[config.mk]
export PLATFORM = sky130hd
export DESIGN_NAME = regfile_wr_arb
export DESIGN_NICKNAME = d
export VERILOG_FILES = /design/src/rtl/regfile_pkg.sv /design/src/rtl/regfile_wr_arb_rr_arbiter.sv /design/src/rtl/regfile_wr_arb.sv
export SDC_FILE = /design/constraint.sdc
export NUM_CORES = 1
export LEC_CHECK = 0
export ABC_AREA = 1
export BUFFER_PORTS_ARGS = -buffer_cell sky130_fd_sc_hd__buf_2
export CORE_MARGIN = 4
export CORE_UTILIZATION = 45
export CTS_CLUSTER_DIAMETER = 200
export DETAILED_ROUTE_END_ITERATION = 7
export HOLD_SLACK_MARGIN = 0.15
export PLACE_DENSITY = 0.85
export REMOVE_ABC_BUFFERS = 1
export SLEW_MARGIN = 30
export SYNTH_ARGS = -nofsm -noshare
export SYNTH_HDL_FRONTEND = slang
export SYNTH_SLANG_ARGS = --single-unit
[constraint.sdc]
create_clock -name clk -period 3.32 [get_ports clk]
set_input_delay 0.664 -clock clk [delete_from_list [all_inputs] [get_ports clk]]
set_output_delay 0.664 -clock clk [all_outputs]
set_load 0.01 [all_outputs]
[src/rtl/regfile_pkg.sv]
// Shared register-file definitions: geometry, address/data types and the
// write-port bundle used by writeback logic.
package regfile_pkg;

  localparam int RF_AW    = 4;
  localparam int RF_DW    = 16;
  localparam int RF_NREGS = 16;

  typedef logic [RF_AW-1:0] rf_addr_t;
  typedef logic [RF_DW-1:0] rf_data_t;

  typedef struct packed {
    logic     load;
    rf_addr_t addr;
    rf_data_t data;
  } rf_wr_t;

endpackage

[src/rtl/regfile_wr_arb_rr_arbiter.sv]
// Round-robin arbiter: grants the first requester found searching cyclically
// from an internal pointer, then moves the pointer just past the winner.
// No grant is issued while en is low, and the pointer only advances on a grant.
module rr_arbiter #(
  parameter int N  = 2,
  parameter int IW = (N > 1) ? $clog2(N) : 1
) (
  input  logic          clk,
  input  logic          clear,
  input  logic [N-1:0]  req,
  input  logic          en,
  output logic [N-1:0]  gnt,
  output logic [IW-1:0] idx
);

  logic [IW-1:0] r_ptr;
  logic [N-1:0]  w_req;
  logic          w_found;
  logic [IW:0]   w_sum;
  logic [IW-1:0] w_cand;

  assign w_req = en ? req : '0;

  // Cyclic search for the first active request starting at the pointer
  always_comb begin
    gnt     = '0;
    idx     = '0;
    w_found = 1'b0;
    w_sum   = '0;
    w_cand  = '0;
    for (int k = 0; k < N; k++) begin
      w_sum = {1'b0, r_ptr} + (IW+1)'(k);
      if (w_sum >= (IW+1)'(N)) w_sum = w_sum - (IW+1)'(N);
      w_cand = w_sum[IW-1:0];
      if (!w_found && w_req[w_cand]) begin
        w_found     = 1'b1;
        gnt[w_cand] = 1'b1;
        idx         = w_cand;
      end
    end
  end

  // Pointer moves to the requester after the winner, wrapping at N
  always_ff @(posedge clk) begin
    if (clear) begin
      r_ptr <= '0;
    end else if (w_found) begin
      r_ptr <= (idx == IW'(N-1)) ? '0 : idx + IW'(1);
    end
  end

endmodule

[src/rtl/regfile_wr_arb.sv]
// Write-port arbiter for the 16x16 register file: NREQ writeback requesters
// compete round-robin with valid/ready handshakes; the winner is captured into
// a registered Load/Caddr/C stage and a one-hot in-flight mask is published.
// Optional macro REGFILE_WR_FWD_EN adds a zero-latency read-after-write bypass
// (fwd_addr_a/b in, fwd_hit_a/b and fwd_data out).
module regfile_wr_arb
  import regfile_pkg::*;
#(
  parameter int NREQ = 2,
  parameter int DW   = RF_DW,
  parameter int AW   = RF_AW
) (
  input  logic                     clk,
  input  logic                     clear,
  input  logic [NREQ-1:0]          req_valid,
  output logic [NREQ-1:0]          req_ready,
  input  logic [NREQ*AW-1:0]       req_addr,
  input  logic [NREQ*DW-1:0]       req_data,
  input  logic                     hold,
`ifdef REGFILE_WR_FWD_EN
  input  logic [AW-1:0]            fwd_addr_a,
  input  logic [AW-1:0]            fwd_addr_b,
  output logic                     fwd_hit_a,
  output logic                     fwd_hit_b,
  output logic [DW-1:0]            fwd_data,
`endif
  output logic                     rf_load,
  output logic [AW-1:0]            rf_caddr,
  output logic [DW-1:0]            rf_c,
  output logic [2**AW-1:0]         inflight_mask,
  output logic [$clog2(NREQ)-1:0]  grant_idx
);

  localparam int IW = $clog2(NREQ);

  logic            w_en;
  logic [NREQ-1:0] w_gnt;
  logic [IW-1:0]   w_idx;
  logic            w_any;
  logic [AW-1:0]   w_addr;
  logic [DW-1:0]   w_data;

  logic            r_load;
  logic [AW-1:0]   r_caddr;
  logic [DW-1:0]   r_c;
  logic [IW-1:0]   r_gidx;

  // Grants are suppressed during reset and pipeline stalls
  assign w_en = !clear && !hold;

  rr_arbiter #(
    .N  (NREQ),
    .IW (IW)
  ) u_rr (
    .clk   (clk),
    .clear (clear),
    .req   (req_valid),
    .en    (w_en),
    .gnt   (w_gnt),
    .idx   (w_idx)
  );

  assign req_ready = w_gnt;
  assign w_any     = |w_gnt;

  // Select the granted requester's address and data (one-hot mux)
  always_comb begin
    w_addr = '0;
    w_data = '0;
    for (int i = 0; i < NREQ; i++) begin
      if (w_gnt[i]) begin
        w_addr = req_addr[i*AW +: AW];
        w_data = req_data[i*DW +: DW];
      end
    end
  end

  // --- register-file write stage: capture the accepted write for one cycle
  always_ff @(posedge clk) begin
    if (clear) begin
      r_load  <= 1'b0;
      r_caddr <= '0;
      r_c     <= '0;
      r_gidx  <= '0;
    end else if (w_any) begin
      r_load  <= 1'b1;
      r_caddr <= w_addr;
      r_c     <= w_data;
      r_gidx  <= w_idx;
    end else begin
      r_load  <= 1'b0;
    end
  end

  assign rf_load   = r_load;
  assign rf_caddr  = r_caddr;
  assign rf_c      = r_c;
  assign grant_idx = r_gidx;

  // One-hot of the destination register while its write is in flight
  always_comb begin
    inflight_mask = '0;
    if (r_load) inflight_mask[r_caddr] = 1'b1;
  end

`ifdef REGFILE_WR_FWD_EN
  assign fwd_hit_a = r_load && (r_caddr == fwd_addr_a);
  assign fwd_hit_b = r_load && (r_caddr == fwd_addr_b);
  assign fwd_data  = r_c;
`endif

endmodule

* Word level (Yosys, flattened, before mapping)
Cells that the tools add are included.
** Storage, ports and cells
- Flip-flop bits (word level) :: 23
- Bits in latches :: 0
- RAM bits :: 0
- ROM bits :: 0
- Bits of input ports :: 45
- Output and inout bits :: 40
- Logic and storage cells :: 53
- Memories :: 0
** Cells by class
- $add $sub $neg :: 4
- $mul :: 0
- Div/mod/pow operators :: 0
- $lt $le $gt $ge :: 8
- Equal/unequal tests :: 0
- Shift-type cells :: 0
- Muxes and demuxes :: 26
- Bitwise logic cells :: 1
- Reductions and logical operators :: 9
** Operator list (number)
- $mux W16 :: 3
- $mux W1 :: 15
- $mux W4 :: 2
- $mux W2 :: 3
- $logic_and A1 B1 Y1 :: 5
- $lt A4 B5 Y1 const B :: 1
- $demux W1 S4 :: 1
- $ge A4 B1 Y1 const B :: 1
- $lt A1 B2 Y1 const B :: 2
- $logic_not A1 Y1 :: 3
- $add A1 B1 Y2 const B :: 1
- $demux W1 S1 :: 2
- $ge A1 B1 Y1 const B :: 2
- $ge A1 B2 Y1 const B :: 1
- $ge A2 B2 Y1 const B :: 1
- $or A2 B2 Y2 :: 1
- $reduce_or A2 Y1 :: 1
- $sub A1 B1 Y1 const B :: 2
- $add A1 B1 Y1 const B :: 1

* Logic depth before layout (Yosys ltp)
- Depth in word-level cells :: 11
- Depth in mapped cells :: 8
- Depth with buffers taken out :: 7

* Cells and area by module
Synthesis repeated with hierarchy kept, for this count alone.
** Second synthesis, totals
- Cells, all modules :: 201
- Area total of the unflattened synthesis :: 1206.2 sq um
** By module, submodules not included
- regfile_wr_arb :: times used 1, cells each 188, area an instance 1136.1 sq um, sequential area each 440.4 sq um
- rr_arbiter :: times used 1, cells each 13, area an instance 70.1 sq um, sequential area each 20.0 sq um

* Least setup slack after synthesis
Ideal clock, no wire load.
- Kind :: input port to output port
- From :: input port clear
- To :: output port req_ready[0]
- Arrival :: 1249 ps
- Data required time :: 2656 ps
- Slack :: 1407 ps
- Stages :: 6
- Buffers on the path :: 1
- Cells stage by stage :: nor2_4 > nand2_2 > inv_2 > nand2_1 > buf_2 > inv_1
** On the way
- Word-level cells in the longest chain between the ends :: 9
- Elaborated cells between the ends (all ways) :: 13
- Classes of those cells :: mux (8); bitwise (1); reduce/logical (4)
** RTL lines
- start, declared :: RTL line regfile_wr_arb.sv:14 : input logic clear,
- $logic_not A1 Y1 (*) :: RTL line regfile_wr_arb.sv:49 : assign w_en = !clear && !hold;
- $logic_and A1 B1 Y1 (*) :: RTL line regfile_wr_arb.sv:49
- $mux W2 (*) :: RTL line regfile_wr_arb_rr_arbiter.sv:22 : assign w_req = en ? req : '0;
- $mux W1 (not written as such) (2 in a row) :: RTL line regfile_wr_arb_rr_arbiter.sv:35 : if (!w_found && w_req[w_cand]) begin
- $mux W1 :: RTL line regfile_wr_arb_rr_arbiter.sv:35
- $logic_not A1 Y1 :: RTL line regfile_wr_arb_rr_arbiter.sv:35
- $logic_and A1 B1 Y1 :: RTL line regfile_wr_arb_rr_arbiter.sv:35
- $mux W2 (*) :: RTL line regfile_wr_arb_rr_arbiter.sv:35
- end, declared :: RTL line regfile_wr_arb.sv:16 : output logic [NREQ-1:0] req_ready,
Every way passes the cells marked *; elsewhere a longest branch is shown, timed or not. The select of a mux whose other input is x is not followed.

* Final worst setup path
Ends and elaborated chain as after synthesis.

==> results.rst <==
.. list-table::
   :header-rows: 1

   * - Metric
     - Value
   * - Run status
     - finished clean
   * - Critical R2R Launch
     - u_rr.r_ptr$_SDFFE_PP0P_
   * - Type of the worst min-delay path
     - reg -> reg
   * - DRC marker count from the first detailed-route iteration
     - 53
   * - Cell type contributing the most total cell area after synthesis
     - dfxtp_1
   * - Total via count after detailed routing
     - 1633
   * - Critical path arrival
     - 1.71 ns
   * - Cell row count
     - 19
   * - Final Instance Area
     - 1755 um2
   * - Number of standard cells in the final layout excluding fillers
     - 330
   * - Highest achievable clock rate
     - about 420 MHz
   * - Fin Setup TNS
     - 0 ns
   * - Die X
     - a little over 60 um
   * - Hold Crit Start
     - grant_idx$_SDFFE_PP0P_
   * - Minimum clock period after layout
     - 2.370 ns
   * - CTS Root Cell
     - clkbuf_4
   * - CTS hold repair buffers
     - 0
   * - Cells taking the most area after synthesis
     - dfxtp_1 35%, nor2_1 22%, nand4_1 9.5%
   * - Routability-driven placement congestion ratio
     - 0.7666
   * - Setup Skew
     - 0.002534 ns
   * - Count of nets after finishing
     - 345
   * - Routed via count divided by cell count
     - 4.948
   * - Max-Slew Margin vs Limit
     - 56.66%
   * - Power density of the placed cells
     - 333.2 nW/um2
   * - Synth-to-Final Area Change
     - 33.36%
   * - Proportion of power drawn by flip-flops and latches
     - a little over half
   * - Final design utilization
     - between 60% and 70%
   * - Core Area
     - 2781 um2
   * - Flip-flop and latch count after synthesis
     - 23
   * - Net switching power
     - 0.1844 mW
   * - Latest clock arrival within the worst-skew pair
     - 0.31 ns
   * - Global route overflow
     - 0
   * - Slowest cell on the critical path
     - nor2_4
   * - Mapped cell area
     - 1316 um2
   * - Pin count of the biggest net entering global routing
     - 42
   * - Max-cap violations
     - 0
   * - Critical Path Sink Type
     - output port
   * - Logic gate share of total power
     - about a quarter
   * - Number of routed nets with antenna violations
     - 0
   * - Final number of max-transition violations
     - 0
   * - Unrepaired setup endpoints after global routing
     - false
   * - Mean instance size in the synthesized netlist
     - 5.903 um2
   * - Critical Path Source Type
     - primary input
   * - Resized Gates After CTS
     - 0
   * - Maximum root-to-sink buffer count
     - 2
   * - Worst reg2reg setup slack
     - 2.14 ns
   * - Vias in the first global route
     - 1297
   * - Number of warnings issued by yosys
     - 0
   * - Portion of total power attributed to the clock network
     - about 22%
   * - Crit path setup slack, layout
     - between 0.9 and 1 ns
   * - Top Ports
     - 85
   * - Proportion of layout cells with a drive suffix above 1
     - 31.44%
   * - # port buffers
     - 84
   * - Transition time of the tightest slew-check pin
     - 0.6478 ns
   * - Clock tree sinks
     - 23
   * - Worst stage delay on the critical path
     - 0.44 ns
   * - Worst-path clk slew
     - 0.13 ns
   * - Crit-path cells
     - buf_2 > nor2_4 > nand2_2 > inv_2 > nand2_1 > inv_1 > buf_2
   * - Gate Count Post-Synth
     - 223
   * - Initial standard-cell utilization of the core
     - 47.32%
   * - Overall global routing resource usage
     - 18.60%
   * - Maximum level of the CTS H-tree
     - 1
   * - Ant. Diodes
     - 0
   * - Synth unique cells
     - 14
   * - Fraction of power spent switching nets
     - between 30% and 40%
   * - Post-CTS Setup Inserts
     - 0
   * - Total Die Area
     - slightly below 4000 um2
   * - Detailed Routing Iterations Pass 1
     - 5
   * - Final HPWL from detailed placement
     - 2.619 mm
   * - Pre-CTS setup slack
     - 0.9764 ns
   * - Total wire length
     - between 3 and 4 mm
   * - Launch point of the worst path
     - clear
   * - Total placed cells including tap cells
     - 326
   * - Final worst path period share
     - 71.40%
   * - Standard cell area after detailed placement
     - 1728 um2
   * - Endpoint required time on the critical path
     - 2.66 ns
   * - Cell occurring most often along the worst timing path
     - buf_2
   * - Max rail drop VDD
     - around 0.22 mV
   * - Global-route wire length before repair
     - 5.444 mm
   * - Internal cell power
     - between 0.4 and 0.5 mW
   * - Yosys top cell area share
     - 34.98%
   * - Final count of negative-setup-slack endpoints
     - 0
   * - Share of the yosys chip area belonging to registers
     - 34.98%
   * - Initial antenna violation count
     - 0
   * - TritonCTS Buffers
     - 3
   * - Leakage Power
     - 0.9936 nW
   * - Clock tree from TritonCTS
     - built
   * - Detail-routed net length per standard cell
     - 11.06 um
   * - Die H
     - 62.09 um
   * - Startpoint-to-endpoint class of the critical path
     - in -> out
   * - Critical-path maximum fanout
     - 24
   * - DRC viols
     - 0
   * - Final Hold Fails
     - 0
## critical path: cells and delay by family
family	cells	cell delay, ns
AND/OR/NAND/NOR	3	0.66
buffers and inverters	4	0.37
## final timing paths
check	cells after the start	to
min reg2reg	2	grant_idx$_SDFFE_PP0P_
max	7	req_ready[0]
max reg2reg	6	rf_c[0]$_SDFFE_PP0P_
min	2	grant_idx$_SDFFE_PP0P_
## state kept, by name, summed over array words and instances (netlist names)
| register | count |
|---|---|
| rf_load | 1 |
| u_rr.r_ptr | 1 |
| rf_c | 16 |
| grant_idx | 1 |
| rf_caddr | 4 |
## power groups by stage
stage | logic (mW) | clock network [mW] | registers [mW]
2_1_floorplan | 0.0679 | 0 | 0.322
6_report | 0.146 | 0.131 | 0.308
3_5_place_dp | 0.146 | 0 | 0.314
3_3_place_gp | 0.144 | 0 | 0.313
4_1_cts | 0.146 | 0.134 | 0.308
5_1_grt | 0.166 | 0.146 | 0.311
## logic make-up after synthesis
| logic type | count (synthesis) | share of synthesized area, % |
|---|---|---|
| buffers and inverters | 42 | 12.74 |
| AOI/OAI and AO/OA | 22 | 8.365 |
| DFF | 23 | 34.98 |
| and+or+nand+nor | 136 | 43.92 |
## cells in the mapped netlist, drive strengths merged
cell,number
nor2,79
o21ai,20
dfxtp,23
a21oi,2
nand4,20
nand2,33
nand3,4
clkbuf,6
inv,28
buf,8
## placed cells by master, fill, tap and decap left out
master / netlist / routed
inv_2: 1 / 1
o21ai_0: 18 / 18
nand3_1: 4 / 4
inv_1: 27 / 27
buf_2: 8 / 84
clkbuf_4: 0 / 3
dfxtp_1: 23 / 23
nor2_1: 78 / 78
nand2_1: 31 / 31
nand2_2: 2 / 2
nand4_1: 20 / 20
o21ai_1: 2 / 2
nor2_4: 1 / 1
buf_4: 0 / 2
a21oi_1: 2 / 2
clkinv_2: 0 / 1
## cell type report
cell class / count / area [um2]
Multi-Input combinational cell: 158 / 688.2
Fill cell: 271 / 1026
Clock buffer: 3 / 22.52
Timing Repair Buffer: 86 / 435.4
Sequential cell: 23 / 460.4
Clock inverter: 1 / 5.005
Tap cell: 31 / 38.79
Inverter: 28 / 105.1
## metrics by stage
| stage | power (mW) | hold slack [ns] |
|---|---|---|
| 2_1_floorplan | 0.3899 | 0.4514 |
| 3_3_place_gp | 0.4573 | 0.4709 |
| 3_5_place_dp | 0.4592 | 0.4660 |
| 4_1_cts | 0.5878 | 0.4899 |
| 5_1_grt | 0.6228 | 0.5183 |
| 6_report | 0.5848 | 0.4906 |
## routing by layer
metal / global-route usage [%] / part of all wire, % / vias to the layer above / wire length [um]
met5: 0 / 0 / - / 0
met4: 6.364 / 0 / 0 / 0
met3: 5.579 / 13 / 0 / 469
met2: 32.54 / 47 / 86 / 1706
met1: 21.38 / 40 / 699 / 1475
li1: - / - / 848 / -
Power figures use the tool's default switching activity.
